**src/rtl/insn_encoder.sv**
```systemverilog
// RV32I field-to-word encoder: range-checks decoded fields, packs them into
// 32-bit instructions and streams them to instruction memory at consecutive addresses.
module insn_encoder #(
    parameter int                DWIDTH      = 32,
    parameter int                AWIDTH      = 32,
    parameter logic [AWIDTH-1:0] BASE_ADDR   = 32'h0100_0000,
    parameter int                DEPTH_WORDS = 1024
) (
    input  logic              clk,
    input  logic              reset,
    input  logic              start_i,
    input  logic              req_valid_i,
    output logic              req_ready_o,
    input  logic [2:0]        fmt_i,
    input  logic [6:0]        opcode_i,
    input  logic [2:0]        funct3_i,
    input  logic [6:0]        funct7_i,
    input  logic [4:0]        rd_i,
    input  logic [4:0]        rs1_i,
    input  logic [4:0]        rs2_i,
    input  logic [31:0]       imm_i,
    input  logic              last_i,
    output logic              mem_wren_o,
    output logic [AWIDTH-1:0] mem_addr_o,
    output logic [DWIDTH-1:0] mem_data_o,
    input  logic              mem_ready_i,
    output logic              busy_o,
    output logic              done_o,
    output logic              err_o,
    output logic [1:0]        err_code_o,
    output logic [15:0]       count_o
);
    typedef enum logic [1:0] {
        S_IDLE = 2'd0,
        S_RUN  = 2'd1,
        S_DONE = 2'd2,
        S_ERR  = 2'd3
    } state_t;

    localparam logic [16:0] DEPTH_L = 17'(DEPTH_WORDS);

    function automatic logic is_shift(input logic [2:0] f3);
        return (f3 == 3'b001) || (f3 == 3'b101);
    endfunction

    function automatic logic [31:0] encode_word(
        input logic [2:0] fmt, input logic [6:0] op, input logic [2:0] f3,
        input logic [6:0] f7, input logic [4:0] rd, input logic [4:0] rs1,
        input logic [4:0] rs2, input logic [31:0] imm);
        logic [31:0] w;
        w = 32'd0;
        case (fmt)
            3'd0: w = {f7, rs2, rs1, f3, rd, op};
            3'd1: begin
                if (is_shift(f3)) begin
                    w = {f7, imm[4:0], rs1, f3, rd, op};
                end else begin
                    w = {imm[11:0], rs1, f3, rd, op};
                end
            end
            3'd2: w = {imm[11:5], rs2, rs1, f3, imm[4:0], op};
            3'd3: w = {imm[12], imm[10:5], rs2, rs1, f3, imm[4:1], imm[11], op};
            3'd4: w = {imm[31:12], rd, op};
            3'd5: w = {imm[20], imm[10:1], imm[11], imm[19:12], rd, op};
            default: w = 32'd0;
        endcase
        return w;
    endfunction

    // Field legality only; depth overflow is judged against the live counters.
    function automatic logic [1:0] check_fields(
        input logic [2:0] fmt, input logic [2:0] f3, input logic [31:0] imm);
        logic signed [31:0] s;
        logic               bad;
        s   = $signed(imm);
        bad = 1'b0;
        case (fmt)
            3'd0: bad = 1'b0;
            3'd1: begin
                if (is_shift(f3)) begin
                    bad = (s < 32'sd0) || (s > 32'sd31);
                end else begin
                    bad = (s < -32'sd2048) || (s > 32'sd2047);
                end
            end
            3'd2: bad = (s < -32'sd2048) || (s > 32'sd2047);
            3'd3: bad = (s < -32'sd4096) || (s > 32'sd4094) || imm[0];
            3'd4: bad = (imm[11:0] != 12'd0);
            3'd5: bad = (s < -32'sd1048576) || (s > 32'sd1048574) || imm[0];
            default: bad = 1'b0;
        endcase
        if (fmt > 3'd5) begin
            return 2'd2;
        end else begin
            return bad ? 2'd1 : 2'd0;
        end
    endfunction

    state_t            state_q, state_d;
    logic              o_valid_q, o_valid_d;
    logic              o_last_q, o_last_d;
    logic [AWIDTH-1:0] addr_q, addr_d;
    logic [DWIDTH-1:0] data_q, data_d;
    logic [15:0]       count_q, count_d;
    logic [1:0]        err_code_q, err_code_d;

    logic              req_ready_s, accept_s, mem_acc_s, depth_full_s;
    logic [1:0]        chk_code_s;
    logic [31:0]       enc_word_s;

    assign req_ready_s  = (state_q == S_RUN) && (!o_valid_q || mem_ready_i);
    assign accept_s     = req_valid_i && req_ready_s;
    assign mem_acc_s    = o_valid_q && mem_ready_i;
    assign depth_full_s = (({1'b0, count_q} + {16'd0, o_valid_q}) == DEPTH_L);
    assign chk_code_s   = check_fields(fmt_i, funct3_i, imm_i);
    assign enc_word_s   = encode_word(fmt_i, opcode_i, funct3_i, funct7_i,
                                      rd_i, rs1_i, rs2_i, imm_i);

    // Next-state: drain of the output register, request acceptance and FSM moves.
    always_comb begin
        state_d    = state_q;
        o_valid_d  = o_valid_q;
        o_last_d   = o_last_q;
        addr_d     = addr_q;
        data_d     = data_q;
        count_d    = count_q;
        err_code_d = err_code_q;

        if (mem_acc_s) begin
            o_valid_d = 1'b0;
            addr_d    = addr_q + AWIDTH'(32'd4);
            count_d   = (count_q == 16'hFFFF) ? count_q : count_q + 16'd1;
        end else begin
            o_valid_d = o_valid_q;
        end

        case (state_q)
            S_RUN: begin
                if (mem_acc_s && o_last_q) begin
                    state_d = S_DONE;
                end else begin
                    state_d = S_RUN;
                end
                if (accept_s) begin
                    if (chk_code_s != 2'd0) begin
                        state_d    = S_ERR;
                        err_code_d = chk_code_s;
                    end else if (depth_full_s) begin
                        state_d    = S_ERR;
                        err_code_d = 2'd3;
                    end else begin
                        o_valid_d = 1'b1;
                        o_last_d  = last_i;
                        data_d    = DWIDTH'(enc_word_s);
                    end
                end else begin
                    o_last_d = o_last_q;
                end
            end
            S_IDLE, S_DONE, S_ERR: begin
                // Restart drops any word still waiting to drain from an error stop.
                if (start_i) begin
                    state_d    = S_RUN;
                    o_valid_d  = 1'b0;
                    o_last_d   = 1'b0;
                    addr_d     = BASE_ADDR;
                    count_d    = 16'd0;
                    err_code_d = 2'd0;
                end else begin
                    state_d = state_q;
                end
            end
            default: state_d = S_IDLE;
        endcase
    end

    // State and output-register update with asynchronous active-low reset.
    always_ff @(posedge clk or negedge reset) begin
        if (!reset) begin
            state_q    <= S_IDLE;
            o_valid_q  <= 1'b0;
            o_last_q   <= 1'b0;
            addr_q     <= BASE_ADDR;
            data_q     <= '0;
            count_q    <= 16'd0;
            err_code_q <= 2'd0;
        end else begin
            state_q    <= state_d;
            o_valid_q  <= o_valid_d;
            o_last_q   <= o_last_d;
            addr_q     <= addr_d;
            data_q     <= data_d;
            count_q    <= count_d;
            err_code_q <= err_code_d;
        end
    end

    assign req_ready_o = req_ready_s;
    assign mem_wren_o  = o_valid_q;
    assign mem_addr_o  = addr_q;
    assign mem_data_o  = data_q;
    assign busy_o      = (state_q == S_RUN);
    assign done_o      = (state_q == S_DONE);
    assign err_o       = (state_q == S_ERR);
    assign err_code_o  = err_code_q;
    assign count_o     = count_q;
endmodule

```
**config.mk**
```make
export PLATFORM = sky130hd
export DESIGN_NAME = insn_encoder
export DESIGN_NICKNAME = d
export VERILOG_FILES = /design/src/rtl/insn_encoder.sv
export SDC_FILE = /design/constraint.sdc
export NUM_CORES = 1
export LEC_CHECK = 0
export CORE_MARGIN = 10
export CORE_UTILIZATION = 35
export CTS_CLUSTER_SIZE = 28
export DETAILED_ROUTE_END_ITERATION = 10
export PLACE_DENSITY = 0.72
export SYNTH_ARGS = -nofsm -noshare
export SYNTH_HDL_FRONTEND = slang
export SYNTH_SLANG_ARGS = --single-unit
```
**constraint.sdc**
```tcl
create_clock -name clk -period 3.4 [get_ports clk]
set_input_delay 0.51 -clock clk [delete_from_list [all_inputs] [get_ports clk]]
set_output_delay 0.51 -clock clk [all_outputs]
set_load 0.01 [all_outputs]
```
After elaboration in Yosys (flattened, before gate mapping)

Index checks and enable logic that the tools add are counted.

Bits of input ports: 73
Word-level logic and storage cells: 94
Flip-flop bits (word level): 86
Output and inout bits: 87

Equal/unequal tests: 17
Multiplexer cells: 35
$lt $le $gt $ge: 9
Add/sub/neg operators: 3
Reductions and logical operators: 21
Bitwise gates (word level): 2

Operator list:

| kind                                                                              | count |
|---|---|
| 32-bit one-hot mux with 6 select lines                                            | 1 |
| 32-bit 2-to-1 mux                                                                 | 4 |
| 16-bit 2-to-1 mux                                                                 | 4 |
| 32-bit by 3-bit adder with 32-bit output, second input constant                   | 1 |
| 32-bit by 12-bit greater-than comparator with 1-bit output, second input constant | 1 |
| 32-bit by 13-bit greater-than comparator with 1-bit output, second input constant | 1 |
| 32-bit by 21-bit greater-than comparator with 1-bit output, second input constant | 1 |
| 32-bit by 6-bit greater-than comparator with 1-bit output, second input constant  | 1 |
| 32-bit by 1-bit < comparator with 1-bit output, second input constant             | 1 |
| 32-bit by 12-bit < comparator with 1-bit output, second input constant            | 1 |
| 32-bit by 13-bit < comparator with 1-bit output, second input constant            | 1 |
| 32-bit by 21-bit < comparator with 1-bit output, second input constant            | 1 |
| 2-bit 2-to-1 mux                                                                  | 10 |
| 16-bit by 1-bit adder with 17-bit output                                          | 1 |
| 17-bit by 11-bit == test with 1-bit output, second input constant                 | 1 |
| 16-bit by 1-bit adder with 16-bit output, second input constant                   | 1 |
| 16-bit == test, second input constant                                             | 1 |
| 12-bit nonzero test                                                               | 1 |
| 1-bit 2-to-1 mux                                                                  | 11 |
| 3-bit == test, second input constant                                              | 3 |
| 1-bit logical OR                                                                  | 8 |
| 2-bit one-hot mux with 2 select lines                                             | 2 |
| 4-bit AND reduction                                                               | 2 |
| 3-bit by 1-bit == test with 1-bit output, second input constant                   | 2 |
| 17 further kinds                                                                  | 26 |

Longest topological paths before layout

Word-level depth: 10
Depth in mapped cells: 10
Depth with buffers taken out: 9

Worst setup path after synthesis

OpenSTA, ideal clock, no wires.

Path type: reg-to-reg
Start: reg count_q[0], in the netlist count_o[0]
End: reg data_q[10], in the netlist mem_data_o[10]
Path slack: 0.567 ns
Setup time: 0.125 ns
Period minus slack after synthesis: 2.833 ns
Required time: 3.275 ns
Arrival: 2.708 ns
Stages on the path, launching flop included: 11
Buffers on the path: 1
Cell sequence: dfrtp_1 > ha_1 > ha_1 > nand3_1 > nor4_1 > xor2_1 > or4_1 > o31a_1 > nand3_4 > buf_12 > mux2_4

Word-level cells in the longest chain between the ends: 4

Ends and longest elaborated chain:

| item                                       | line | source |
|---|---|---|
| from (decl)                                | 104  | `logic [15:0] count_q, count_d;` |
| from (signal assigned)                     | 193  | `count_q <= count_d;` |
| 16-bit by 1-bit adder with 17-bit output   | 114  | `assign depth_full_s = (({1'b0, count_q} + {16'd0, o_valid_q}) == DEPTH_L);` |
| 17-bit by 11-bit == test with 1-bit output | 114  |  |
| 1-bit NOT (no line)                        | -    |  |
| 4-bit AND reduction (no line)              | -    |  |
| to (signal assigned)                       | 192  | `data_q <= data_d;` |
| to (decl)                                  | 103  | `logic [DWIDTH-1:0] data_q, data_d;` |

No other way between the ends.
A chain may end at the register's enable or synchronous reset.

Worst setup path after layout

Start: reg o_valid_q, in the netlist mem_wren_o
End: reg data_q[16], in the netlist mem_data_o[16]

Word-level cells in the longest chain between the ends: 5
Elaborated cells on any way between the ends: 8
Classes of those cells: add/sub (1); eq/ne (1); bitwise (1); reduce/logical (5)

Ends and longest elaborated chain:

| item                                                                             | line | source |
|---|---|---|
| from (decl)                                                                      | 100  | `logic o_valid_q, o_valid_d;` |
| from (signal assigned)                                                           | 189  | `o_valid_q <= o_valid_d;` |
| branches (longest 4 deep; another with 16-bit by 1-bit adder with 17-bit output) | -    |  |
| 4-bit AND reduction (no line) *                                                  | -    |  |

Every way passes the cells marked *.

==> impl_metrics.yaml <==
routing:
  vias_per_cell: 5.24
  drt_iter0_drc: 347
  ant_nets: 0
  dr.pass1.iters: 8
  num_vias: 4452
  wl_mm: 15.3
  drc_errors: 0
  wire_per_inst_um: 18.0
power:
  power_frac_comb: 0.345
  cellLeakagePower_nw: 3.07
  clkPwrFrac: 0.266
  seqPwrFrac: 0.389
  p_int_mw: 2.53
  power_density_nw_per_um2: 518
  switching_share: 0.299
  vdd_drop_max_mv: 0.301
  p_sw_mw: 1.08
final_layout:
  seqCellArea_um2: 2100
  fill_cells: 1281
  antennaDiodeCount: 0
  nets: 743
  multi_input_area_um2: 2530
  syn_to_final_growth_pct: 42.9
  design_area_um2: 6960
  drive_gt1_frac: 0.0957
hold_path:
  hold_path_class: "in -> async"
die:
  start_util: 0.353
  dieArea_um2: 19000
  core_area_um2: 13800
  floorplan.die.width_um: 138
  rows: 43
  ios: 160
  fp.dieH_um: 138
setup_path:
  cp-end-kind: "flop"
  cp_max_fo: 11
  critPathLaunchType: "flop"
  worstPathRequired_ns: 3.62
  critical_path_arrival_ns: 3.32
  rrSetupSlack_ns: 0.30
  crit_type: "reg -> reg"
sta:
  min_period_ns: 3.10
  slew_viol_final: 0
  setup_viol: 0
  timing.final.crit_share: 0.913
  rsz0062_at_grt: "no"
  tightest_slew_ns: 0.936
  skew_ns: 0.0103
  slew_headroom: 0.368
  finalHoldViolCount: 0
  max_clock_freq_mhz: 322
  holdWs_ns: 0.323
  tns_ns: 0
logic_synthesis:
  synth_area_leaders: "dfrtp_1 43%, xor2_1 6.3%, nor2_1 4.6%"
  async_reset_ff_frac: 1.00
  synth_area_leader_cell: "dfrtp_1"
  avgSynthCellArea_um2: 9.65
  postSynthCellCount: 504
  synth_top_cell_area_share: 0.427
  synth_seq_area_share: 0.432
  syn_area_um2: 4870
  synth_cell_types: 53
  synth-seq-cells: 84
  synth_flop_cell: "dfrtp_1"
  synth_commonest_cells: "83 x dfrtp_1, 60 x nor2_1, 44 x nand2_1, 35 x xor2_1"
  synth_edf_count: 0
  ys_warn_count: 0
  yosysMostFrequentCell: "dfrtp_1"
cts:
  cts_setup_buffers: 0
  clk_path_buf_depth: 2
  h-tree-depth: 3
  clkTransAtPathRegs_ns: 0.06
  cts_tree: "built"
  cts_made_buffers: 9
  root_buffer: "clkbuf_16"
  cts_sinks: 84
  ctsResizeCount: 0
  clkLatencyLatePin_ns: 0.33
  hold_buffers: 0
global_routing:
  grt_max_degree: 76
  grt_remaining_overflow: 0
  grt_pass1_wl_mm: 24.2
  antenna_found_initial: 0
  grt.total_usage: 0.161
  grt_pass1_vias: 4608
placed_design:
  place_congestion: 0.946
  dpl_cell_area_um2: 6660
  port_buffers: 157
  dpl.hpwl_mm: 12.2
job:
  maxCapViolCount: 0
outcome:
  status: "finished clean"
layer usage:
metal  track usage  routed length (um)
met4        0.0452                 224
met1         0.190                6280
met2         0.263                7160
met5             0                   0
met3        0.0692                1590
sequential cells by signal, indices dropped and copies added, names as in the netlist:
| register | count |
|---|---|
| mem_data_o | 32 |
| count_o | 16 |
| state_q | 2 |
| o_last_q | 1 |
| err_code_o | 2 |
| mem_addr_o | 30 |
| mem_wren_o | 1 |
cell families (layout without fill, tap and decap cells):
kind of cell | after synthesis | count (layout) | synth area share
compound gates | 67 | 67 | 0.101
simple gates | 216 | 216 | 0.225
xor+xnor | 47 | 47 | 0.0846
fa+ha+maj | 4 | 4 | 0.0103
buf+inv | 46 | 210 | 0.0504
flops | 84 | 84 | 0.432
mux | 39 | 39 | 0.0959
other cells | 1 | 2 | 0.000771
final cells by class:
cell class | instances | share of cell area
Multi-Input combinational cell | 375 | 0.363
Sequential cell | 84 | 0.303
Timing Repair Buffer | 175 | 0.249
Clock buffer | 10 | 0.0344
Tap cell | 180 | 0.0324
Inverter | 21 | 0.0113
Clock inverter | 4 | 0.00738
power groups by stage:
stage,clock network [mW],logic (mW),registers (mW)
after floorplan,0,0.443,1.47
after global placement,0,1.23,1.41
after detailed placement,0,1.26,1.41
after CTS,0.989,1.26,1.40
after global routing,1.04,1.35,1.43
final,0.958,1.24,1.40
critical path, cell delays in order, from the launching register on:
cell,delay [ns]
dfrtp_1,0.44
ha_1,0.22
ha_1,0.20
nand3_1,0.16
nor4_2,0.21
xor2_1,0.10
or4_1,0.59
o31a_1,0.36
nand3_4,0.20
buf_4,0.19
mux2_2,0.33
final timing paths:
path                                 from        endpoint  cells past startpoint
setup / recovery               mem_wren_o  mem_data_o[16]                     10
hold / removal                      reset      count_o[9]                      1
setup reg to reg               mem_wren_o  mem_data_o[16]                     10
hold reg to reg            mem_data_o[17]  mem_data_o[17]                      1
max in group asynchronous           reset      count_o[0]                      2
min in group clk           mem_data_o[17]  mem_data_o[17]                      1
through the flow:
step,util,std cells,setup slack (ns),power (mW)
after CTS,0.504,849,0.154,3.66
after global placement,0.483,835,0.249,2.65
final,0.505,849,0.295,3.60
after floorplan,-,505,0.567,1.91
after detailed placement,0.483,835,0.165,2.67
after global routing,0.505,849,0.0148,3.82
placed cells by master, fill, tap and decap left out, types with 9 or more instances in the layout:
cell and instances:
a21oi_1 10, and3_1 11, buf_4 17, clkbuf_16 9, clkdlybuf4s50_1 156, dfrtp_1 82, inv_1 20, mux2_4 14
mux2i_1 20, nand2_1 44, nand3_1 22, nand4_1 22, nor2_1 60, o21ai_0 14, xnor2_1 12, xor2_1 35
Power figures use the tool's default switching activity.
